## src/rtl/dsp_seq_pkg.sv

```systemverilog
// Shared widths, FSM state type and the 18-bit saturation helper for the
// window sequencer and its MAC pipeline.
package dsp_seq_pkg;

    localparam int DATA_W  = 18;
    localparam int CNT_W   = 13;
    localparam int BRAM_AW = 10;
    localparam int HALF_AW = 9;

    typedef enum logic {
        IDLE,
        RUN
    } state_t;

    localparam logic signed [63:0] SAT_MAX = 64'sd131071;
    localparam logic signed [63:0] SAT_MIN = -64'sd131072;

    function automatic logic [DATA_W-1:0] sat18(input logic signed [63:0] v);
        logic [DATA_W-1:0] r;
        if (v > SAT_MAX) begin
            r = 18'h1FFFF;
        end else if (v < SAT_MIN) begin
            r = 18'h20000;
        end else begin
            r = v[DATA_W-1:0];
        end
        return r;
    endfunction

endpackage

```

## src/rtl/dsp_window_sequencer_mac_pipe.sv

```systemverilog
// Two-stage multiply-accumulate behind the BRAM read stage: registered product,
// then a Q-format accumulate onto a bias-preloaded accumulator.
module mac_pipe
    import dsp_seq_pkg::*;
#(
    parameter int FRAC_BITS = 8,
    parameter int ACC_W     = 48
) (
    input  logic                     clk,
    input  logic                     rst,
    input  logic                     preload,
    input  logic signed [DATA_W-1:0] bias,
    input  logic                     in_valid,
    input  logic signed [DATA_W-1:0] a_data,
    input  logic signed [DATA_W-1:0] b_data,
    output logic                     pipe_busy,
    output logic [DATA_W-1:0]        sat_out
);

    localparam int PROD_W = 2 * DATA_W;

    logic                     v1;
    logic                     v2;
    logic signed [PROD_W-1:0] a_ext;
    logic signed [PROD_W-1:0] b_ext;
    logic signed [PROD_W-1:0] prod;
    logic signed [ACC_W-1:0]  prod_ext;
    logic signed [ACC_W-1:0]  bias_ext;
    logic signed [ACC_W-1:0]  acc;
    logic signed [63:0]       acc_64;

    assign a_ext    = {{DATA_W{a_data[DATA_W-1]}}, a_data};
    assign b_ext    = {{DATA_W{b_data[DATA_W-1]}}, b_data};
    assign prod_ext = {{(ACC_W-PROD_W){prod[PROD_W-1]}}, prod};
    assign bias_ext = {{(ACC_W-DATA_W){bias[DATA_W-1]}}, bias};
    assign acc_64   = {{(64-ACC_W){acc[ACC_W-1]}}, acc};

    // Each product is rescaled (floor) before accumulation so acc stays in the operand Q-format.
    always_ff @(posedge clk) begin
        if (rst) begin
            v1   <= 1'b0;
            v2   <= 1'b0;
            prod <= '0;
            acc  <= '0;
        end else begin
            v1   <= in_valid;
            v2   <= v1;
            prod <= a_ext * b_ext;
            if (preload) begin
                acc <= bias_ext;
            end else if (v2) begin
                acc <= acc + (prod_ext >>> FRAC_BITS);
            end
        end
    end

    assign pipe_busy = v1 | v2;
    assign sat_out   = sat18(acc_64);

endmodule

```

## src/rtl/dsp_window_sequencer.sv

```systemverilog
// Consumer side of the shared operand/tap BRAM: issues paired reads while both
// halves have unconsumed entries and emits one saturated MAC result per window.
module dsp_window_sequencer
    import dsp_seq_pkg::*;
#(
    parameter int FRAC_BITS = 8,
    parameter int ACC_W     = 48
) (
    input  logic               clk,
    input  logic               rst,
    input  logic               start,
    input  logic [CNT_W-1:0]   filter_length,
    input  logic [DATA_W-1:0]  filter_bias,
    input  logic [CNT_W-1:0]   issue_a_alloc_counter,
    input  logic [CNT_W-1:0]   filter_issue_counter,
    output logic               ramb_rd_en,
    output logic [BRAM_AW-1:0] ramb_a_addr,
    output logic [BRAM_AW-1:0] ramb_b_addr,
    input  logic [DATA_W-1:0]  ramb_a_data,
    input  logic [DATA_W-1:0]  ramb_b_data,
    output logic [CNT_W-1:0]   issue_a_dsp_counter,
    output logic [CNT_W-1:0]   filter_dsp_counter,
    output logic               busy,
    output logic               result_ready,
    output logic [DATA_W-1:0]  result_data
);

    state_t            state;
    state_t            state_next;
    logic [CNT_W-1:0]  length_q;
    logic [CNT_W-1:0]  issued;
    logic [CNT_W-1:0]  diff_a;
    logic [CNT_W-1:0]  diff_b;
    logic              avail_a;
    logic              avail_b;
    logic              pipe_busy;
    logic              run_done;
    logic              accept;
    logic              fire;
    logic              done;
    logic [DATA_W-1:0] sat_out;

    // Modular differences keep availability correct across 13-bit counter wrap.
    assign diff_a   = issue_a_alloc_counter - issue_a_dsp_counter;
    assign diff_b   = filter_issue_counter - filter_dsp_counter;
    assign avail_a  = (diff_a != '0);
    assign avail_b  = (diff_b != '0);
    assign run_done = (issued == length_q) && !pipe_busy;

    always_ff @(posedge clk) begin
        if (rst) begin
            state <= IDLE;
        end else begin
            state <= state_next;
        end
    end

    always_comb begin
        state_next = state;
        case (state)
            IDLE:    if (start)    state_next = RUN;
            RUN:     if (run_done) state_next = IDLE;
            default:               state_next = IDLE;
        endcase
    end

    always_comb begin
        busy   = 1'b0;
        accept = 1'b0;
        fire   = 1'b0;
        done   = 1'b0;
        case (state)
            IDLE: accept = start;
            RUN: begin
                busy = 1'b1;
                fire = (issued < length_q) && avail_a && avail_b;
                done = run_done;
            end
            default: ;
        endcase
    end

    assign ramb_rd_en  = fire;
    assign ramb_a_addr = {1'b0, issue_a_dsp_counter[HALF_AW-1:0]};
    assign ramb_b_addr = {1'b1, filter_dsp_counter[HALF_AW-1:0]};

    always_ff @(posedge clk) begin
        if (rst) begin
            length_q            <= '0;
            issued              <= '0;
            issue_a_dsp_counter <= '0;
            filter_dsp_counter  <= '0;
            result_ready        <= 1'b0;
            result_data         <= '0;
        end else begin
            result_ready <= done;
            if (accept) begin
                length_q <= filter_length;
                issued   <= '0;
            end
            if (fire) begin
                issued              <= issued + 1'b1;
                issue_a_dsp_counter <= issue_a_dsp_counter + 1'b1;
                filter_dsp_counter  <= filter_dsp_counter + 1'b1;
            end
            if (done) begin
                result_data <= sat_out;
            end
        end
    end

    mac_pipe #(
        .FRAC_BITS (FRAC_BITS),
        .ACC_W     (ACC_W)
    ) u_mac_pipe (
        .clk       (clk),
        .rst       (rst),
        .preload   (accept),
        .bias      (filter_bias),
        .in_valid  (fire),
        .a_data    (ramb_a_data),
        .b_data    (ramb_b_data),
        .pipe_busy (pipe_busy),
        .sat_out   (sat_out)
    );

endmodule
```

## config.mk

```make
export PLATFORM = sky130hd
export DESIGN_NAME = dsp_window_sequencer
export DESIGN_NICKNAME = d
export VERILOG_FILES = /design/src/rtl/dsp_seq_pkg.sv /design/src/rtl/dsp_window_sequencer_mac_pipe.sv /design/src/rtl/dsp_window_sequencer.sv
export SDC_FILE = /design/constraint.sdc
export NUM_CORES = 1
export LEC_CHECK = 0
export CORE_ASPECT_RATIO = 0.5
export CORE_MARGIN = 10
export CORE_UTILIZATION = 55
export CTS_CLUSTER_DIAMETER = 150
export DETAILED_ROUTE_END_ITERATION = 10
export PLACE_DENSITY = 0.8
export SLEW_MARGIN = 20
export SYNTH_ARGS = -nofsm -noshare
export SYNTH_HDL_FRONTEND = slang
export SYNTH_SLANG_ARGS = --single-unit
```

## constraint.sdc

```tcl
create_clock -name clk -period 12.1 [get_ports clk]
set_clock_uncertainty 0.15 [all_clocks]
set_input_delay 3.63 -clock clk [delete_from_list [all_inputs] [get_ports clk]]
set_output_delay 3.63 -clock clk [all_outputs]
set_load 0.1 [all_outputs]
```

# Word level (Yosys, flattened, before mapping)
# Index checks and enable logic that the tools add are counted.
# classes
addsub,6
magnitude_cmp,3
reduce_logical,8
multipliers,1
bitwise_logic,2
eq_ne,1
muxes,13
# ops
op,count
$mux 48,2
$add 48x28->48,1
$gt 48x18->1 const B,1
$lt 48x18->1 const B,1
$add 13x1->13 const B,3
$mul 18x18->36,1
$mux 18,2
$mux 13,2
$reduce_bool 13->1,2
$sub 13x13->13,2
$eq 13x13->1,1
$lt 13x13->1,1
$mux 1,6
$reduce_bool 2->1,2
$logic_and 1x1->1,3
$pmux 1 s2,1
$logic_not 1->1,1
$not 1->1,1
$or 1x1->1,1
# totals
input_bits,96
ff_bits,158
wordCells,45
out_inout_bits,67

# Logic depth before layout (Yosys ltp)
# Gate-level depths: netlist of the first run.
# depth
word_depth,6
depth_mapped,28
depth_no_buf,26

# By module
# A second synthesis of the first run with hierarchy kept.
# hier_totals
hier_cells,2650
area_unflattened_um2,22263.9
# modules_own_cells
module,n_inst,cells_per_inst,seq_area_each_um2,area_each_um2
mac_pipe,1,2029,1561.5,17524.3
dsp_window_sequencer,1,621,1441.4,4739.5

# Least setup slack after synthesis of the first run
# OpenSTA, ideal clock, no wires.
# synth_path
path_type,input to register
startpoint,input ramb_b_data[13]
endpoint,register u_mac_pipe.prod[34]
path_buffers,2
t_arrival_ns,9.668
required_time_ns,11.818
slack_ns,2.150
stages,24
setup_time_ns,0.132
path_cell_list,clkbuf_1 clkbuf_1 nand2_1 fa_1 inv_1 fa_1 fa_1 fa_1 fa_1 inv_1 fa_1 inv_1 ha_1 a21o_1 a21oi_1 nor2b_1 or3_1 o2bb2ai_1 o21ai_1 a22oi_1 o21ai_1 a41o_1 a211oi_1 nor3_1
# synth_between
elab_chain_len,1
# synth_lines
item,line,source
start: declaration,dsp_window_sequencer.sv:20,"input logic [DATA_W-1:0] ramb_b_data,"
$mul 18x18->36,dsp_window_sequencer_mac_pipe.sv:48,prod <= a_ext * b_ext;
end signal: assignment,dsp_window_sequencer_mac_pipe.sv:48,
end: declaration,dsp_window_sequencer_mac_pipe.sv:26,logic signed [PROD_W-1:0] prod;
# Every way passes these cells.
# A chain may end at the register's enable or synchronous reset.

# Worst setup path after layout of the first run
# layout_path
startpoint,input issue_a_alloc_counter[1]
endpoint,output ramb_rd_en
# layout_between
elab_chain_len,5
# layout_lines
item,line,source
start: declaration,dsp_window_sequencer.sv:14,"input logic [CNT_W-1:0] issue_a_alloc_counter,"
$sub 13x13->13,dsp_window_sequencer.sv:44,assign diff_a = issue_a_alloc_counter - issue_a_dsp_counter;
$reduce_bool 13->1,dsp_window_sequencer.sv:46,assign avail_a = (diff_a != '0);
$logic_and 1x1->1 (2 in a row),dsp_window_sequencer.sv:76,fire = (issued < length_q) && avail_a && avail_b;
$mux 1,dsp_window_sequencer.sv:72,case (state)
end: declaration,dsp_window_sequencer.sv:16,"output logic ramb_rd_en,"
# Every way passes these cells.

==> results of run 1 <==
==> power groups by stage <==
stage                     Sequential, mW  Clock [mW]  Combinational, mW
after floorplan                    0.707           0               4.89
after global placement             0.674           0               6.02
after detailed placement           0.674           0               6.20
after CTS                          0.664       0.537               6.24
after global routing               0.673       0.558               7.18
final                              0.665       0.532               6.23
==> layer usage <==
layer / vias to the layer above / share of wire (%)
met5: - / 0
met4: 0 / 2.6
met3: 97 / 8.4
met2: 585 / 46
met1: 8425 / 43
li1: 8288 / -
==> synth_stat cells, types with 40 or more instances <==
| cell | count | area [µm²] |
|---|---|---|
| a211oi_1 | 40 | 300 |
| a21o_1 | 42 | 315 |
| a21oi_1 | 140 | 701 |
| and2_1 | 163 | 1020 |
| clkbuf_1 | 72 | 270 |
| dfxtp_1 | 150 | 3000 |
| fa_1 | 329 | 6590 |
| ha_1 | 175 | 2190 |
| inv_1 | 463 | 1740 |
| nand2_1 | 246 | 923 |
| nor2_1 | 165 | 619 |
| o21ai_0 | 68 | 340 |
| xnor2_1 | 57 | 499 |
==> final timing paths <==
check / start / endpoint / slack [ns] / cells after the start
worst max register to register: issue_a_dsp_counter[1] / issued[0] / 7.79 / 14
worst max-delay path: issue_a_alloc_counter[1] / ramb_rd_en / 1.21 / 13
worst min register to register: length_q[11] / length_q[11] / 0.31 / 2
worst min-delay path: length_q[11] / length_q[11] / 0.31 / 2
==> through the flow <==
step | hold slack [ns] | power (mW) | instances | worst slack, ns
global placement | 0.294 | 6.69 | 3139 | 1.29
detailed placement | 0.299 | 6.88 | 3139 | 1.11
floorplan | 0.286 | 5.60 | 2547 | 2.15
global route | 0.329 | 8.41 | 3171 | 0.981
CTS | 0.308 | 7.44 | 3170 | 1.24
finish | 0.306 | 7.42 | 3171 | 1.21
==> sequential cells by signal, indices dropped and copies added, names as in the netlist <==
register	cells
filter_dsp_counter	13
state	1
result_ready	1
result_data	18
u_mac_pipe.v1	1
u_mac_pipe.acc	48
u_mac_pipe.v2	1
u_mac_pipe.prod	28
issued	13
issue_a_dsp_counter	13
length_q	13
==> cell families after synthesis <==
logic type | share of synthesized area, %
AND/OR/NAND/NOR | 18.3
buffers and inverters | 10.5
adder cells (fa/ha/maj) | 40.6
AO/OA/AOI/OAI | 12.0
flip-flops | 13.9
XOR/XNOR | 3.40
multiplexers | 1.24
other | 0.0347
==> worst max-delay path: stages <==
cell	delay, ns
clkdlybuf4s50_1	0.40
ha_1	0.30
nor2b_1	0.14
o21ai_2	0.12
a21boi_1	0.11
o211ai_2	0.16
a21boi_1	0.10
or4_4	0.50
a2111oi_4	0.35
nand4_4	0.21
nand2_2	0.48
inv_2	0.29
buf_4	0.31
==> cell type report <==
type                    instances  area share, %
multi-input cells            1819           68.0
flip-flops and latches        150           12.5
inverters                     465           7.25
repair buffers                175           7.10
well taps                     530           2.75
clock buffers                  21           1.91
clock inverters                10          0.509
diodes                          1         0.0104
==> impl_metrics.toml, run 1 <==
[outcome]
status = "completed"

[clocking]
clkLatencyLatePin_ns = 0.43
post_cts_buffers = 0
ctsHoldBuffers = 0
cts_root_buffer = "clkbuf_16"
h-tree-depth = 4
clk_pin_slew_worst_paths_ns = 0.06
cts_tree = "done"
ctsResizeCount = 0
clkSinkCount = 150
cts_max_path_buffers = 2
numCtsBuffers = 17

[worst_setup_path]
worstSetupPathType = "primary input to output pin"
cp.required_ns = 8.32
critical_path_arrival_ns = 7.11
crit_path_end_kind = "output pin"
crit_fanout = 29
startpoint_type = "primary input"

[sta]
period_needed_ns = 10.89
fin_setup_tns_ns = 0
fin_crit_sh_pct = 90.0
finalHoldViolations = 0
drv_slew = 0
slew_headroom_pct = 28.3
setup_violations = 0
tightest_slew_ns = 1.07
fmax_mhz = 91.8
rsz0062_at_grt = "no"

[layout]
n_fill_cell = 3249
fin_area_um2 = 24100
fin_nets = 3228
drive_above_1_share_pct = 3.14
multi_input_area_um2 = 16400
final_common_cell = "inv_1"
final_cell_mix = "463 x inv_1, 329 x fa_1, 246 x nand2_1"
final_core_util_pct = 61.9
syn2layout_area_growth_pct = 11.2
ff_latch_area_um2 = 3000

[power_and_ir_drop]
comb_power_share_pct = 83.9
power.density_nw_per_um2 = 308
p_clk_share_pct = 7.2
p_int_mw = 3.60
p_seq_share_pct = 9.0
p_leak_nw = 11.2
swShare_pct = 51.5
irDropWorstVdd_v = 0.000441
switchingPower_mw = 3.83

[synthesis]
syn_nets = 3147
yosysWarnings = 0
ys_dominant_reg_cell = "dfxtp_1"
synth.avg_cell_area_um2 = 8.50
syn_area_um2 = 21600
ys_ff_latch = 150
async_flop_share_pct = 0
synth_cell_types = 75
synth_edf_count = 0
syn_inst = 2547
yosysSeqAreaShare_pct = 13.9

[grt]
use_met2_pct = 36.5
grt_usage_pct = 22.9
antenna_found_initial = 1
met1_usage_pct = 30.3
overflow = 0
grt_pass1_wl_um = 90400
grt_max_degree = 60
met3_usage_pct = 5.61
grt.busiest_layer = "met2"
grt_pass1_vias = 17400

[place]
placed_cell_area_um2 = 23500
hpwl_um = 44600
place_congestion = 0.944
portBuffers = 160

[floorplan]
fp.dieArea_um2 = 48200
ios = 163
fp-row-count = 51
die_h_um = 160
fp.coreArea_um2 = 38900
die_w_um = 301
initial_core_util_pct = 55.7

[drt]
num_vias = 17400
first_pass_iters = 5
drc_errors = 0
viasPerCell = 5.49
wl_per_cell_um = 17.2
wirelength_um = 54400
ant_nets = 0
drtIter0Drc = 1322

[min_path]
hold_class = "flop to flop"

[run]
cap_violations = 0
No activity file was read; power rests on OpenSTA's default activity.
==> inputs of run 2 (changes only) <==
--- a/config.mk
+++ b/config.mk
@@ -5,12 +5,13 @@
 export SDC_FILE = /design/constraint.sdc
 export NUM_CORES = 1
 export LEC_CHECK = 0
+export CAP_MARGIN = 20
 export CORE_ASPECT_RATIO = 0.5
 export CORE_MARGIN = 10
-export CORE_UTILIZATION = 55
+export CORE_UTILIZATION = 45
 export CTS_CLUSTER_DIAMETER = 150
 export DETAILED_ROUTE_END_ITERATION = 10
-export PLACE_DENSITY = 0.8
+export PLACE_DENSITY = 0.68
 export SLEW_MARGIN = 20
 export SYNTH_ARGS = -nofsm -noshare
 export SYNTH_HDL_FRONTEND = slang
==> impl_metrics.toml, run 2 (synthesis results as in run 1) <==
[outcome]
status = "completed"

[grt]
grt_pass1_wl_um = 91800
grt_pass1_vias = 17600
grt_max_degree = 82
antenna_found_initial = 1
overflow = 0
grt_usage_pct = 19.3

[worst_setup_path]
critPathTopFamily = "simple AND/OR/NAND/NOR gates"
startpoint_type = "primary input"
startpoint = "issue_a_alloc_counter[1]"
worstSetupPathType = "primary input to output pin"
crit_path_end_kind = "output pin"
r2r_cells = 14
crit_buf_inv = 3
r2r_start = "issue_a_dsp_counter[1]"
r2r-end = "issued[0]"
critical_path_arrival_ns = 7.17
slowest_stage = "or4_4"
cp.required_ns = 8.32
rrSetupSlack_ns = 7.71
path_depth = 13
path_cells = "clkdlybuf4s50_1 -> ha_1 -> nor2b_1 -> o21ai_2 -> a21boi_1 -> o211ai_2 -> a21boi_1 -> or4_4 -> a2111oi_4 -> nand4_4 -> nand2_2 -> inv_2 -> buf_4"
crit_fanout = 29
cpMostUsedCell = "a21boi_1"
cpPeakStageDelay_ns = 0.50
crit_end = "ramb_rd_en"

[layout]
reg.largest.list = "u_mac_pipe.acc (48), u_mac_pipe.prod (28), result_data (18)"
n_fill_cell = 4389
final_core_util_pct = 51.4
regMostFlops = "u_mac_pipe.acc"
final_common_cell = "inv_1"
syn2layout_area_growth_pct = 12.1
drive_above_1_share_pct = 3.18
fin_nets = 3227
fin_area_um2 = 24300
largest_reg_flops = 48
final_cell_mix = "463 x inv_1, 329 x fa_1, 246 x nand2_1"
stdcell_count = 3279

[drt]
num_vias = 17100
viasPerCell = 5.21
wl_per_cell_um = 16.8
wirelength_um = 55000
first_pass_iters = 5
drc_errors = 0
ant_nets = 0
drtIter0Drc = 1049

[clocking]
cts_root_buffer = "clkbuf_16"
numCtsBuffers = 17
clkLatencyLatePin_ns = 0.43
cts_tree = "done"
h-tree-depth = 4
cts_max_path_buffers = 2
post_cts_buffers = 0
clk_pin_slew_worst_paths_ns = 0.06
ctsResizeCount = 0
clkSinkCount = 150
ctsHoldBuffers = 0

[place]
placed_cell_area_um2 = 23600
place_congestion = 0.906
portBuffers = 160
dp_slack_ns = 1.07
dp_cells = 3245
hpwl_um = 45200

[power_and_ir_drop]
finalPower_mw = 7.42
p_int_mw = 3.63
irDropWorstVdd_v = 0.000354
p_clk_share_pct = 7.8
comb_power_share_pct = 83.2
power.density_nw_per_um2 = 306
swShare_pct = 51.1
p_leak_nw = 11.2
switchingPower_mw = 3.80
p_seq_share_pct = 9.0

[floorplan]
ios = 163
initial_core_util_pct = 45.9
die_w_um = 330
fp.coreArea_um2 = 47200
fp-row-count = 56
fp.dieArea_um2 = 57800
die_h_um = 175

[sta]
drv_slew = 0
rsz0062_at_grt = "no"
finalHoldViolations = 0
hold_slack_ns = 0.305
setup_ws_ns = 1.15
fin_setup_tns_ns = 0
fmax_mhz = 91.3
slew_headroom_pct = 26.5
setup_violations = 0
period_needed_ns = 10.95
tightest_slew_ns = 1.10
fin_crit_sh_pct = 90.5

[run]
cap_violations = 0

[min_path]
hold_start = "length_q[9]"
hold_class = "flop to flop"
==> run 2: cell types whose count changed in the layout (fill, tap and decap cells not counted), sizes merged <==
cell	delta
bufinv	+2
clkbuf	-2
clkinv	+2
clkinvlp	-2
buf	-1
inv	+1
==> run 2: worst min path at each step <==
stage | endpoint | slack, ns | depth (start not counted)
after floorplan | length_q[10] | 0.29 | 2
after global routing | length_q[8] | 0.33 | 2
after detailed placement | length_q[9] | 0.30 | 2
after global placement | length_q[10] | 0.29 | 2
after CTS | length_q[9] | 0.31 | 2
final | length_q[9] | 0.31 | 2
==> run 2: per-layer routing <==
layer | global-route usage, % | part of all wire (%) | up-vias
met4 | 4.79 | 2.1 | 0
met3 | 4.72 | 6.8 | 66
met5 | 0 | 0 | -
li1 | - | - | 8306
met2 | 31.4 | 46 | 417
met1 | 25.5 | 45 | 8298
==> run 2: layout make-up <==
class | count | area (µm²) | area share, %
Multi-Input combinational cell | 1819 | 16400 | 67.5
Sequential cell | 150 | 3000 | 12.4
Inverter | 465 | 1750 | 7.20
Timing Repair Buffer | 174 | 1710 | 7.03
Tap cell | 638 | 798 | 3.29
Clock buffer | 19 | 443 | 1.83
Clock inverter | 13 | 195 | 0.805
Antenna cell | 1 | 2.50 | 0.0103
==> run 2: worst reg2reg max path, delay by kind of cell (launching register included) <==
kind                       cells  cell delay (ns)
AOI/OAI and AO/OA              5             0.86
buffers and inverters          2             0.43
and+or+nand+nor                5             1.89
adders and majority gates      1             0.30
DFF                            1             0.47
muxes                          1             0.25
==> run 2: power by group through the flow <==
stage | clock network (mW) | registers, mW | logic, mW
after floorplan | 0 | 0.707 | 4.89
after global placement | 0 | 0.675 | 6.07
after detailed placement | 0 | 0.676 | 6.20
after CTS | 0.589 | 0.665 | 6.23
after global routing | 0.606 | 0.673 | 7.22
final | 0.579 | 0.666 | 6.18
